===== src/rtl/input_port_unit.sv =====
`default_nettype none
// ============================================================================
// Module   : input_port_unit
// Purpose  : NoC router input port. Flit FIFO, XY route computation on head
//            flits, wormhole route hold and switch arbiter request/pop.
// Revision : 1.0
// ============================================================================
module input_port_unit #(
    parameter int DATA_WIDTH = 8,
    parameter int N_REGISTER = 3,
    parameter int DEPTH      = 4,
    parameter int ADDR_WIDTH = 2,
    parameter int CUR_X      = 0,
    parameter int CUR_Y      = 0
) (
    input  logic                  clk,
    input  logic                  rst,
    input  logic [DATA_WIDTH-1:0] in_data,
    input  logic                  in_valid,
    output logic                  in_full,
    output logic [DATA_WIDTH-1:0] out_data,
    output logic [N_REGISTER-1:0] request,
    input  logic                  grant,
    output logic                  err_drop
);

    localparam logic [1:0] c_st_idle   = 2'd0;
    localparam logic [1:0] c_st_route  = 2'd1;
    localparam logic [1:0] c_st_active = 2'd2;

    localparam logic [N_REGISTER-1:0] c_req_none = N_REGISTER'(0);
    localparam logic [N_REGISTER-1:0] c_req_l    = N_REGISTER'(1);
    localparam logic [N_REGISTER-1:0] c_req_n    = N_REGISTER'(2);
    localparam logic [N_REGISTER-1:0] c_req_e    = N_REGISTER'(3);
    localparam logic [N_REGISTER-1:0] c_req_s    = N_REGISTER'(4);
    localparam logic [N_REGISTER-1:0] c_req_w    = N_REGISTER'(5);

    localparam logic [2:0]            c_cur_x   = 3'(CUR_X);
    localparam logic [2:0]            c_cur_y   = 3'(CUR_Y);
    localparam logic [ADDR_WIDTH:0]   c_depth   = (ADDR_WIDTH+1)'(DEPTH);
    localparam logic [ADDR_WIDTH:0]   c_cnt_one = (ADDR_WIDTH+1)'(1);
    localparam logic [ADDR_WIDTH-1:0] c_ptr_one = ADDR_WIDTH'(1);

    logic [DATA_WIDTH-1:0] r_mem [DEPTH];
    logic [ADDR_WIDTH-1:0] r_wr_ptr;
    logic [ADDR_WIDTH-1:0] r_rd_ptr;
    logic [ADDR_WIDTH:0]   r_count;
    logic [1:0]            r_state;
    logic [1:0]            w_next_state;
    logic [N_REGISTER-1:0] r_route;
    logic [N_REGISTER-1:0] w_route_calc;
    logic                  r_err_drop;

    logic                  w_not_empty;
    logic                  w_push;
    logic                  w_pop;
    logic                  w_overflow;
    logic                  w_idle_drop;
    logic                  w_route_load;
    logic                  w_route_clear;
    logic [DATA_WIDTH-1:0] w_head;
    logic                  w_head_is_start;
    logic                  w_head_is_end;
    logic [2:0]            w_dx;
    logic [2:0]            w_dy;

    assign w_not_empty     = (r_count != '0);
    assign in_full         = (r_count == c_depth);
    assign w_head          = r_mem[r_rd_ptr];
    assign out_data        = w_not_empty ? w_head : '0;
    assign w_push          = in_valid && !in_full;
    assign w_overflow      = in_valid && in_full;
    // Type 01/11 opens a packet, type 10/11 closes one.
    assign w_head_is_start = w_head[DATA_WIDTH-2];
    assign w_head_is_end   = w_head[DATA_WIDTH-1];
    assign w_dx            = w_head[5:3];
    assign w_dy            = w_head[2:0];
    assign err_drop        = r_err_drop;

    // Dimension-ordered routing: resolve X first, then Y, else eject locally.
    always_comb begin
        w_route_calc = c_req_l;
        if (w_dx > c_cur_x) begin
            w_route_calc = c_req_e;
        end else if (w_dx < c_cur_x) begin
            w_route_calc = c_req_w;
        end else if (w_dy > c_cur_y) begin
            w_route_calc = c_req_n;
        end else if (w_dy < c_cur_y) begin
            w_route_calc = c_req_s;
        end
    end

    always_comb begin
        w_next_state  = r_state;
        w_pop         = 1'b0;
        w_idle_drop   = 1'b0;
        w_route_load  = 1'b0;
        w_route_clear = 1'b0;
        request       = c_req_none;
        case (r_state)
            c_st_idle: begin
                if (w_not_empty) begin
                    if (w_head_is_start) begin
                        w_next_state = c_st_route;
                    end else begin
                        w_pop       = 1'b1;
                        w_idle_drop = 1'b1;
                    end
                end
            end
            c_st_route: begin
                w_route_load = 1'b1;
                w_next_state = c_st_active;
            end
            c_st_active: begin
                // An empty FIFO mid-packet is a bubble; the route stays held.
                if (w_not_empty) begin
                    request = r_route;
                    if (grant) begin
                        w_pop = 1'b1;
                        if (w_head_is_end) begin
                            w_route_clear = 1'b1;
                            w_next_state  = c_st_idle;
                        end
                    end
                end
            end
            default: begin
                w_next_state = c_st_idle;
            end
        endcase
    end

    always_ff @(posedge clk) begin
        if (w_push) begin
            r_mem[r_wr_ptr] <= in_data;
        end
    end

    always_ff @(posedge clk or posedge rst) begin
        if (rst) begin
            r_wr_ptr   <= '0;
            r_rd_ptr   <= '0;
            r_count    <= '0;
            r_state    <= c_st_idle;
            r_route    <= c_req_none;
            r_err_drop <= 1'b0;
        end else begin
            if (w_push) begin
                r_wr_ptr <= r_wr_ptr + c_ptr_one;
            end
            if (w_pop) begin
                r_rd_ptr <= r_rd_ptr + c_ptr_one;
            end
            if (w_push && !w_pop) begin
                r_count <= r_count + c_cnt_one;
            end else if (!w_push && w_pop) begin
                r_count <= r_count - c_cnt_one;
            end
            r_state <= w_next_state;
            if (w_route_load) begin
                r_route <= w_route_calc;
            end else if (w_route_clear) begin
                r_route <= c_req_none;
            end
            r_err_drop <= w_overflow || w_idle_drop;
        end
    end

endmodule
`default_nettype wire

===== config.mk =====
export PLATFORM = sky130hd
export DESIGN_NAME = input_port_unit
export DESIGN_NICKNAME = d
export VERILOG_FILES = /design/src/rtl/input_port_unit.sv
export SDC_FILE = /design/constraint.sdc
export NUM_CORES = 1
export LEC_CHECK = 0
export CELL_PAD_IN_SITES_DETAIL_PLACEMENT = 0
export CELL_PAD_IN_SITES_GLOBAL_PLACEMENT = 1
export CORE_ASPECT_RATIO = 1.75
export CORE_MARGIN = 4
export CORE_UTILIZATION = 40
export DETAILED_ROUTE_END_ITERATION = 6
export PLACE_DENSITY_LB_ADDON = 0.1
export SYNTH_ARGS = -nofsm -noshare
export SYNTH_HDL_FRONTEND = slang
export SYNTH_SLANG_ARGS = --single-unit
export TNS_END_PERCENT = 100

===== constraint.sdc =====
create_clock -name clk -period 5.1 [get_ports clk]
set_clock_uncertainty 0.05 [all_clocks]
set_input_delay 1.02 -clock clk [delete_from_list [all_inputs] [get_ports clk]]
set_output_delay 1.02 -clock clk [all_outputs]
set_load 0.01 [all_outputs]

# Word-level counts from Yosys, hierarchy flattened
# Memories as Yosys holds them, arrays and structs flattened.
# Cells that the tools add are included.
[word_totals]
mem_bits_rw = 32
latch_bits = 0
input_bits = 12
mem_count = 1
regBits = 13
rom_bits = 0
out_inout_bits = 13
[mem_list]
columns = ["name", "depth", "width", "rd", "rd_clocked_by_memory_dff", "write_ports", "line", "rtl"]
rows = [
  ["r_mem", 4, 8, 1, 0, 1, "44", "logic [DATA_WIDTH-1:0] r_mem [DEPTH];"],
]
[op_classes]
shift = 0
n_mux = 30
n_div = 0
reduce_logical = 13
mul = 0
magnitude_cmp = 4
bitwise_logic = 0
n_eq_ne = 8
addsub = 4
[ops]
columns = ["op", "n"]
rows = [
  ["3-bit two-way mux", 10],
  ["1-bit two-way mux", 12],
  ["2-bit two-way mux", 5],
  ["2-bit inequality test (second input constant)", 5],
  ["8-bit two-way mux", 1],
  ["3-bit by 1-bit > comparator with 1-bit output (second input constant)", 2],
  ["3-bit by 1-bit less-than comparator with 1-bit output (second input constant)", 2],
  ["2-bit case mux with 3 select lines", 1],
  ["5-bit AND reduction", 1],
  ["2-bit by 1-bit adder with 2-bit output (second input constant)", 2],
  ["1-bit logical AND", 4],
  ["2-bit nonzero test", 2],
  ["3-bit by 1-bit adder with 3-bit output (second input constant)", 1],
  ["3-bit == test (second input constant)", 1],
  ["1-bit logical NOT", 3],
  ["3-bit nonzero test", 1],
  ["3-bit by 1-bit subtractor with 3-bit output (second input constant)", 1],
  ["2-bit by 1-bit == test with 1-bit output (second input constant)", 1],
  ["2-bit == test (second input constant)", 1],
  ["2-bit logical NOT", 1],
  ["1-bit case mux with 2 select lines", 1],
  ["1-bit logical OR", 1],
]

# Logic depth before layout (Yosys ltp)
# Gate-level depths: netlist of the first run.
[logic_depth]
word_depth = 7
depth_mapped = 10

# Worst setup path after synthesis of the first run
# OpenSTA, ideal clock, no wires.
[synth_path]
path_kind = "input port to flip-flop"
from = "input port in_valid"
to = "register r_count[2]"
cell_stages = 8
setup_slack_ps = 2613
arrival_ps = 2358
n_path_buf = 1
cell_sequence = "nor2b_1 clkbuf_1 ha_1 inv_1 fa_1 xor2_1 nor2_1 xor2_1"
[synth_between]
elab_chain_len = 4
word_cells_on_any_way = 6
cone_classes = "mux (1); reduce/logical (5)"
[synth_lines]
columns = ["item", "line", "rtl"]
rows = [
  ["from (decl)", "19", "input logic in_valid,"],
  ["1-bit logical AND (*)", "71", "assign w_push = in_valid && !in_full;"],
  ["via w_push", "55", "logic w_push;"],
  ["1-bit logical NOT", "158", "end else if (!w_push && w_pop) begin"],
  ["1-bit logical AND", "158", ""],
  ["2-bit nonzero test (no line)", "n/a", ""],
  ["to (signal assigned)", "157", "r_count <= r_count + c_cnt_one;"],
  ["to (signal assigned)", "159", "r_count <= r_count - c_cnt_one;"],
  ["to (decl)", "47", "logic [ADDR_WIDTH:0] r_count;"],
]
# The timed path passes the listed nets; every way through them passes the cells marked *.
# A chain may end at the register's enable or synchronous reset.

# Worst setup path in the final report of the first run
[layout_path]
from = "register r_rd_ptr[0]"
to = "output port out_data[7]"
[layout_between]
elab_chain_len = 2
[layout_lines]
columns = ["item", "line", "rtl"]
rows = [
  ["from (decl)", "46", "logic [ADDR_WIDTH-1:0] r_rd_ptr;"],
  ["from (signal assigned)", "154", "r_rd_ptr <= r_rd_ptr + c_ptr_one;"],
  ["memory 4 x 8 bit", "n/a", ""],
  ["8-bit two-way mux", "70", "assign out_data = w_not_empty ? w_head : '0;"],
  ["to (decl)", "21", "output logic [DATA_WIDTH-1:0] out_data,"],
]
# Every way passes these cells.

==> out/qor.txt, run 1 <==
CTS tree: built
Num Clock Sinks: 44
GR Util met2: 0.213
Hold Path Class: flop to flop
Hold_ws: 452 ps
Core footprint: 4670 um^2
Pins Over Slew Limit: 0
Unique masters post-synth: 31
Synthesized area: 1910 um^2
# Max-Cap Violations: 0
Util after Layout: 0.490
Peak VDD IR: 0.344 mV
Clock Tree Root: clkbuf_8
CP Data Arrival Time: 2270 ps
Worst skew pair latency: 290 ps
Post-layout min period: 3340 ps
Adder-Cell Fraction of Synth Area: 0.0433
Nets: 159
YS warnings: 0
Worst r2r src: r_rd_ptr[0]
Critical path required time: 4030 ps
Detailed Place HPWL: 2320 um
Largest net degree at the start of global routing: 15
RSZ-0062 raised after global routing: no
Number of enable flip-flop cells after synthesis: 32
GP Congestion: 0.726
Congestion Overflow GR: 0
Grt met3 use: 0.0377
Register area share after synthesis: 0.661
DR pass1 iterations: 4
Vias per cell: 5.09
Critical Path Start: r_rd_ptr[0]
Post-CTS Setup Bufs: 0
Wire per inst: 16.4 um
Port Buf Inserts: 23
Number of global-route vias before repair: 1045
Xor and xnor area share after synthesis: 0.0275
Rows: 33
Post-route cell area: 2290 um^2
Die height: 99.4 um
Final setup fails: 0
Die Area: 5980 um^2
Cts bufs inserted: 5
Worst-path maximum fanout: 10
Startpoint types: flop
Post-synthesis compound-gate area fraction: 0.0243
Net Count, Synth: 134
Reg2reg path depth: 7
Asr flop ratio synth: 0.273
Largest family of logic cells by synthesized area: multiplexers
First-pass GRT wire length: 5100 um
Hold path start: r_count[2]
1st-iter DRT viols: 45
Synth Flop Type: edfxtp_1
Post-synthesis simple-gate area fraction: 0.104
Ratio of cells with drive above 1 in the final layout: 0.0915
H-tree Lvls: 2
GRT Overall Usage: 0.120
Die width: 60.2 um
Ports: 25
End point of the worst hold path: r_count[2]
Reg clk slew, reported paths: 80 ps
Vias post-DR: 988
Post-CTS Hold Buffers: 0
Register bit total from synthesis: 44
DRC: 0
Cells after synthesis: 116
Pwr dens: 598 nW/um^2
FILL cells: 410
Final Hold Fails: 0
Area Overhead vs Synth: 19.9%
DP Area: 2180 um^2
Crit end category: output pin
Outcome: complete, no violations
Busiest grt layer: met2
Leak pwr: 0.838 nW
Maximum clock path buffer count: 2
Mux share of post-synthesis cell area: 0.112
Final setup TNS: 0 ps
# resized after CTS: 0
Crit path kind: flop to output pin
Initial antenna violation count: 0
FMAX: 0.300 GHz
GR Util met1: 0.123
# diodes: 0
Fin crit share: 0.654
Routed wire length: 3180 um
Reg-to-reg endpoint: r_count[1]
Post-Syn Area per Cell: 16.4 um^2
Starting Density: 0.409
Routed Antenna Nets: 0
Reg-to-reg slack, setup: 2260 ps
Hold path cells: 1
## cells in the final DEF, fill, tap and decap left out, drive strengths merged, types with 3 or more instances in the layout
cell type / netlist / final
inv: 4 / 4
xnor2: 4 / 4
nand2: 6 / 6
clkdlybuf4s50: 0 / 23
clkbuf: 3 / 5
and2: 4 / 4
edfxtp: 32 / 32
dfrtp: 12 / 12
nor2b: 11 / 11
ha: 5 / 5
o21ai: 3 / 3
mux4: 8 / 8
## cells by family after synthesis
group,count (synthesis)
simple gates,34
mux,9
flops,44
fa+ha+maj,6
xor+xnor,6
compound gates,6
buf+inv,10
other cells,1
## stage by stage
stage	std cells	setup WS (ps)	power [mW]
final	194	1760	1.37
after global routing	194	1640	1.46
after CTS	194	1710	1.39
after detailed placement	186	1920	1.13
after global placement	186	1960	1.11
after floorplan	116	2610	0.917
## Yosys cell counts, drive strengths merged (2+ instances only)
master / count / share of area
o21ai: 3 / 0.0079
buf: 3 / 0.012
mux4: 8 / 0.11
o221a: 2 / 0.012
inv: 4 / 0.0079
clkbuf: 3 / 0.0059
nor2b: 11 / 0.036
nor3: 2 / 0.0052
dfrtp: 12 / 0.16
ha: 5 / 0.033
and3: 2 / 0.0066
nand2: 6 / 0.012
and2: 4 / 0.013
edfxtp: 32 / 0.50
xnor2: 4 / 0.018
nor2: 2 / 0.0039
xor2: 2 / 0.0092
## routing by layer
metal | vias to the layer above | wire [um] | share of wire
met5 | - | 0 | 0
met2 | 22 | 1790 | 0.56
met1 | 483 | 1180 | 0.37
li1 | 479 | - | -
met4 | 0 | 49 | 0.015
met3 | 4 | 161 | 0.051
## where the power goes
group	switching (mW)	internal, mW	total (mW)
sequential	0.0812	0.490	0.571
combinational	0.234	0.302	0.536
clock	0.117	0.145	0.262
## flip-flops by register name (all words and copies together), names as in the netlist
name and cells:
r_mem 32, r_count 3, r_rd_ptr 2, r_route 2
r_state 2, r_wr_ptr 2, err_drop 1
## final cells by class
type / count / area (um^2) / share of cell area
tap: 52 / 65.1 / 0.0284
sequential: 44 / 1260 / 0.551
multi-input combinational: 62 / 597 / 0.261
clock inverter: 3 / 42.5 / 0.0186
timing repair buffer: 24 / 238 / 0.104
clock buffer: 5 / 68.8 / 0.0301
inverter: 4 / 15.0 / 0.00656
## worst max-delay path by stage
stage / endpoint / slack (ps) / cells after the start
floorplan: r_count[2] / 2610 / 8
finish: out_data[7] / 1760 / 3
global route: out_data[1] / 1640 / 3
detailed placement: r_count[2] / 1920 / 8
CTS: out_data[1] / 1710 / 3
global placement: r_count[2] / 1960 / 8
## worst max-delay path, cell delays in order, from the launching register on
cell and delay [ps]:
dfrtp_1 660, mux4_1 680, nor2b_1 160, clkdlybuf4s50_1 470
No activity file was read; power rests on OpenSTA's default activity.
==> inputs of run 2 (changes only) <==
- clock period: 5.1 -> 3.3 ns (I/O delays scaled with it)
==> run 2 against run 1 <==
Utilization fell by 0.16 points. Via count rose by 3.5%. Total power rose by 51%. Largest power group unchanged.
==> out/qor.txt, run 2 (synthesis results as in run 1) <==
Outcome: complete, no violations (unchanged)
Routed Antenna Nets: 0 (unchanged)
# Max-Cap Violations: 0 (unchanged)
Nets: 161 (was 159)
Slowest stage delay, CP: 580 ps (was 680 ps)
Largest register FFs: 32 (unchanged)
Most frequent cells in the layout: edfxtp_1 (32), clkdlybuf4s50_1 (23), dfrtp_1 (12) (unchanged)
Post-CTS Hold Buffers: 0 (unchanged)
Slowest CP cell: dfrtp_1 (was mux4_1)
Hold Path Class: flop to flop (unchanged)
DRC: 0 (unchanged)
FMAX: 0.332 GHz
Reg2reg path depth: 7 (unchanged)
Leak pwr: 0.835 nW (was 0.838 nW)
Die Area: 5980 um^2 (unchanged)
WP buf/inv: 2 (was 1)
Fin crit share: 0.913
CTS tree: built (unchanged)
Reg with most FFs: r_mem (unchanged)
H-tree Lvls: 2 (unchanged)
Worst-path maximum fanout: 8 (was 10)
Largest net degree at the start of global routing: 15 (unchanged)
Detailed Place HPWL: 2440 um (was 2320 um)
Vias post-DR: 1023 (was 988)
Port Buf Inserts: 23 (unchanged)
Hold path cells: 1 (unchanged)
First-pass GRT wire length: 5340 um (was 5100 um)
Slew headroom: 0.667
Wire per inst: 16.5 um (was 16.4 um)
GR Util met1: 0.138 (was 0.123)
DR pass1 iterations: 4 (unchanged)
Grt met3 use: 0.0299 (was 0.0377)
Final setup TNS: 0 ps (unchanged)
Cts bufs inserted: 5 (unchanged)
Busiest grt layer: met2 (unchanged)
Area Overhead vs Synth: 19.5% (was 19.9%)
Worst skew pair latency: 300 ps (was 290 ps)
Post-layout min period: 3010 ps
Crit end category: output pin (unchanged)
Routed wire length: 3240 um (was 3180 um)
Maximum clock path buffer count: 2 (unchanged)
Peak VDD IR: 0.510 mV (was 0.344 mV)
Pins Over Slew Limit: 0 (unchanged)
Num Clock Sinks: 44 (unchanged)
CP Data Arrival Time: 2300 ps (was 2270 ps)
Clock Tree Root: clkbuf_8 (unchanged)
Largest regs: r_mem x32, r_count x3 (unchanged)
Pwr dens: 904 nW/um^2 (was 598 nW/um^2)
Number of global-route vias before repair: 1104 (was 1045)
# diodes: 0 (unchanged)
GRT Overall Usage: 0.125 (was 0.120)
Crit path kind: flop to output pin (unchanged)
GP Congestion: 0.750 (was 0.726)
Ports: 25 (unchanged)
Vias per cell: 5.22 (was 5.09)
Final setup fails: 0 (unchanged)
CP Cell Sequence: buf_4 -> mux4_1 -> nor2b_1 -> clkdlybuf4s50_1 (was mux4_1 -> nor2b_1 -> clkdlybuf4s50_1)
# resized after CTS: 0 (unchanged)
Congestion Overflow GR: 0 (unchanged)
CP Depth: 4 (was 3)
Die width: 60.2 um (unchanged)
Initial antenna violation count: 0 (unchanged)
Starting Density: 0.409 (unchanged)
Ratio of cells with drive above 1 in the final layout: 0.0972 (was 0.0915)
1st-iter DRT viols: 17 (was 45)
Die height: 99.4 um (unchanged)
RSZ-0062 raised after global routing: no (unchanged)
Core footprint: 4670 um^2 (unchanged)
Critical path required time: 2590 ps (was 4030 ps)
Startpoint types: flop (unchanged)
Reg clk slew, reported paths: 80 ps (about the same)
Final Hold Fails: 0 (unchanged)
Commonest non-fill, non-tap cell in the layout: edfxtp_1 (unchanged)
GR Util met2: 0.213 (unchanged)
Worst slew pin tran: 499 ps
Util after Layout: 0.489 (was 0.490)
Critical path's top delay family: buffers and inverters (was multiplexers)
Post-CTS Setup Bufs: 0 (unchanged)
Rows: 33 (unchanged)
## run 2: cell types whose count changed in the layout (fill, tap and decap cells not counted)
cell       before  now
bufinv_16       1    0
clkinv_4        0    1
buf_4           1    3
clkbuf_1        0    1
clkinv_2        1    0
## run 2: layout make-up
type	instances	area [um^2]
Inverter	4	15.0
Multi-Input combinational cell	62	597
Sequential cell	44	1260
Tap cell	52	65.1
Timing Repair Buffer	26	253
Clock buffer	6	72.6
Fill cell	417	2390
Clock inverter	2	16.3
## run 2: routing by layer
metal  vias to the layer above  wire, um
li1                        481         -
met1                       512      1210
met2                        24      1780
met3                         6       171
met4                         0        77
met5                         -         0
## run 2: power by group
part | internal (mW) | leakage, nW | switching (mW)
logic | 0.476 | 0.359 | 0.373
clock network | 0.151 | 0.0414 | 0.186
registers | 0.757 | 0.435 | 0.117
## run 2: worst reg2reg max path, cell delays in order (launching register included)
cell and delay [ps]:
dfrtp_1 580, mux4_1 660, o21ai_0 250, nand2_1 140, ha_1 240, inv_1 70, fa_1 390, mux2_2 270
## run 2: worst paths after layout
path	startpoint	to	slack, ps
max in group asynchronous	rst	r_rd_ptr[1]	2230
min in group asynchronous	rst	r_state[1]	630
hold / removal	r_count[2]	r_count[2]	440
setup / recovery	r_rd_ptr[0]	out_data[0]	290
hold reg to reg	r_count[2]	r_count[2]	440
setup reg to reg	r_rd_ptr[0]	r_count[1]	540
## run 2: metrics by stage
step / total power [mW] / hold WS [ps] / area [um^2] / instances / worst slack [ps]
final: 2.06 / 443 / 2280 / 196 / 287
after floorplan: 1.42 / 406 / 1910 / 116 / 843
after global placement: 1.73 / 426 / 2190 / 188 / 615
after CTS: 2.10 / 447 / 2280 / 196 / 260
after detailed placement: 1.76 / 430 / 2190 / 188 / 545
after global routing: 2.22 / 484 / 2280 / 196 / 197
==> inputs of run 3 (changes only) <==
- ABC_AREA: default -> 1
==> run 3 against run 2 <==
Worst setup slack better by 130 ps. Clock power fell by 4%. Combinational power up 33%. Critical path type unchanged. Critical endpoint is now out_data[3].
==> out/qor.txt, run 3 <==
Ports: 25 (unchanged)
CP Data Arrival Time: 2170 ps (was 2300 ps)
Busiest grt layer: met2 (unchanged)
Vias post-DR: 1353 (was 1023)
Net Count, Synth: 211 (was 134)
Num Clock Sinks: 44 (unchanged)
H-tree Lvls: 2 (unchanged)
Post-Syn Area per Cell: 10.7 um^2 (was 16.4 um^2)
Nets: 240 (was 161)
Final Hold Fails: 0 (unchanged)
GP Congestion: 0.763 (was 0.750)
DRC: 0 (unchanged)
Routed wire length: 4030 um (was 3240 um)
Core footprint: 4980 um^2 (was 4670 um^2)
Synthesized area: 2070 um^2 (was 1910 um^2)
Largest register FFs: 32 (unchanged)
RSZ-0062 raised after global routing: no (unchanged)
Number of enable flip-flop cells after synthesis: 32 (unchanged)
Die height: 103 um (was 99.4 um)
Most common cell in the netlist: nand2_1 (was edfxtp_1)
Outcome: complete, no violations (unchanged)
First-pass GRT wire length: 6670 um (was 5340 um)
Most frequent cells in the layout: nand2_1 (47), edfxtp_1 (32), clkdlybuf4s50_1 (23) (was edfxtp_1 (32), clkdlybuf4s50_1 (23), dfrtp_1 (12))
Commonest non-fill, non-tap cell in the layout: nand2_1 (was edfxtp_1)
Port Buf Inserts: 23 (unchanged)
Worst slew pin tran: 557 ps (was 499 ps)
# Max-Cap Violations: 0 (unchanged)
Unique masters post-synth: 29 (was 31)
CTS tree: built (unchanged)
Register area share after synthesis: 0.611 (was 0.661)
Die width: 62.3 um (was 60.2 um)
# diodes: 0 (unchanged)
Register bit total from synthesis: 44 (unchanged)
Final setup fails: 0 (unchanged)
Internal: 1.38 mW (about the same)
Synth top cells by count: nand2_1 (47), edfxtp_1 (32), nor2_1 (19), inv_1 (16), nand3_1 (14) (was edfxtp_1 (32), dfrtp_1 (12), nor2b_1 (11), mux4_1 (6), nand2_1 (6))
Hold Path Class: flop to flop (unchanged)
Area Overhead vs Synth: 17.7% (was 19.5%)
Startpoint types: flop (unchanged)
Cells after synthesis: 193 (was 116)
GR Util met1: 0.135 (was 0.138)
Power share of the clock group: 0.138 (was 0.163)
Initial antenna violation count: 0 (unchanged)
Die Area: 6420 um^2 (was 5980 um^2)
Comb pwr share: 0.485 (was 0.412)
WP buf/inv: 3 (was 2)
Number of global-route vias before repair: 1385 (was 1104)
GRT Overall Usage: 0.137 (was 0.125)
Crit end category: output pin (unchanged)
Worst-path maximum fanout: 10 (was 8)
Peak VDD IR: 0.502 mV (was 0.510 mV)
Synth Flop Type: edfxtp_1 (unchanged)
Yosys top cell by area: edfxtp_1 (unchanged)
CP Cell Sequence: inv_4 -> nand3_1 -> and2_1 -> inv_1 -> nor2_1 -> clkdlybuf4s50_1 (was buf_4 -> mux4_1 -> nor2b_1 -> clkdlybuf4s50_1)
Psw: 0.934 mW (was 0.676 mW)
Hold path start: r_state[0] (was r_count[2])
FMAX: 0.347 GHz (was 0.332 GHz)
Synth top area share: 0.465 (was 0.504)
DR pass1 iterations: 4 (unchanged)
Clock Tree Root: clkbuf_8 (unchanged)
Leak pwr: 0.998 nW (was 0.835 nW)
Fin crit share: 0.873 (was 0.913)
YS warnings: 0 (unchanged)
Slowest stage delay, CP: 700 ps (was 580 ps)
Worst r2r src: r_rd_ptr[1] (was r_rd_ptr[0])
Worst skew pair latency: 290 ps (was 300 ps)
Seq pwr share: 0.376 (was 0.425)
Post-CTS Setup Bufs: 0 (unchanged)
Maximum clock path buffer count: 2 (unchanged)
Hold_ws: 457 ps (was 443 ps)
Largest regs: r_mem x32, r_count x3 (unchanged)
Vias per cell: 4.88 (was 5.22)
Register area: 1260 um^2 (unchanged)
Critical Path Start: r_rd_ptr[1] (was r_rd_ptr[0])
FILL cells: 478 (was 417)
Rows: 34 (was 33)
Reg with most FFs: r_mem (unchanged)
Slew headroom: 0.628 (was 0.667)
Switching share of power: 0.403 (was 0.328)
1st-iter DRT viols: 52 (was 17)
Post-layout min period: 2880 ps (was 3010 ps)
Ratio of cells with drive above 1 in the final layout: 0.170 (was 0.0972)
Critical path's top delay family: buffers and inverters (unchanged)
Post-CTS Hold Buffers: 0 (unchanged)
Critical path required time: 2590 ps (about the same)
Ranking of synthesized cells by area: edfxtp_1 (47%), dfrtp_1 (15%), nand2_1 (8.5%) (was edfxtp_1 (50%), dfrtp_1 (16%), mux4_1 (8.3%))
Detailed Place HPWL: 3020 um (was 2440 um)
Crit path kind: flop to output pin (unchanged)
Pins Over Slew Limit: 0 (unchanged)
GR Util met2: 0.270 (was 0.213)
Asr flop ratio synth: 0.273 (unchanged)
Pwr dens: 953 nW/um^2 (was 904 nW/um^2)
Routed Antenna Nets: 0 (unchanged)
Area of the multi-input gates: 666 um^2 (was 597 um^2)
Congestion Overflow GR: 0 (unchanged)
Final setup TNS: 0 ps (unchanged)
Grt met3 use: 0.0349 (was 0.0299)
Starting Density: 0.415 (was 0.409)
Largest net degree at the start of global routing: 18 (was 15)
Reg clk slew, reported paths: 80 ps (about the same)
Wire per inst: 14.6 um (was 16.5 um)
Cts bufs inserted: 5 (unchanged)
# resized after CTS: 0 (unchanged)
Slowest CP cell: dfrtp_1 (unchanged)
-- run 3: power groups by stage --
| stage | logic [mW] | registers (mW) | clock network [mW] |
|---|---|---|---|
| after floorplan | 0.793 | 0.831 | 0 |
| after detailed placement | 1.15 | 0.887 | 0 |
| after global placement | 1.12 | 0.879 | 0 |
| after CTS | 1.16 | 0.876 | 0.339 |
| after global routing | 1.27 | 0.892 | 0.364 |
| final | 1.13 | 0.872 | 0.321 |
-- run 3: worst paths after layout --
check                           cells past startpoint  slack [ps]           to
worst min-delay path                                1         460   r_state[0]
worst max-delay path                                6         420  out_data[3]
max in group asynchronous                           2        2220  r_rd_ptr[1]
worst max register to register                     12         730   r_count[2]
worst min register to register                      1         460   r_state[0]
min in group asynchronous                           2         640     err_drop
-- run 3: cells by family after synthesis --
group                    after synthesis  share of synthesized area
other                                  1                    0.00182
XOR/XNOR                               4                     0.0170
flip-flops                            44                      0.611
buffers and inverters                 26                     0.0672
multiplexers                           1                    0.00545
AO/OA/AOI/OAI                          8                     0.0218
AND/OR/NAND/NOR                      103                      0.236
adder cells (fa/ha/maj)                6                     0.0400
-- run 3: layout make-up --
class	instances	share of cell area
sequential	44	0.519
multi-input combinational	123	0.274
timing repair buffer	28	0.110
inverter	20	0.0340
clock buffer	5	0.0283
tap	54	0.0278
clock inverter	3	0.00772
-- run 3: layer usage --
layer,part of all wire,up-vias
li1,-,682
met1,0.37,638
met2,0.57,27
met3,0.038,6
met4,0.016,0
met5,0,-
-- run 3: through the flow --
| step | cells | total power [mW] | utilization | worst slack [ps] | area [um^2] |
|---|---|---|---|---|---|
| detailed placement | 269 | 2.04 | 0.471 | 671 | 2340 |
| global placement | 269 | 2.00 | 0.471 | 700 | 2340 |
| finish | 277 | 2.32 | 0.489 | 418 | 2430 |
| CTS | 277 | 2.37 | 0.489 | 347 | 2430 |
| floorplan | 193 | 1.62 | - | 1180 | 2070 |
| global route | 277 | 2.52 | 0.489 | 264 | 2430 |
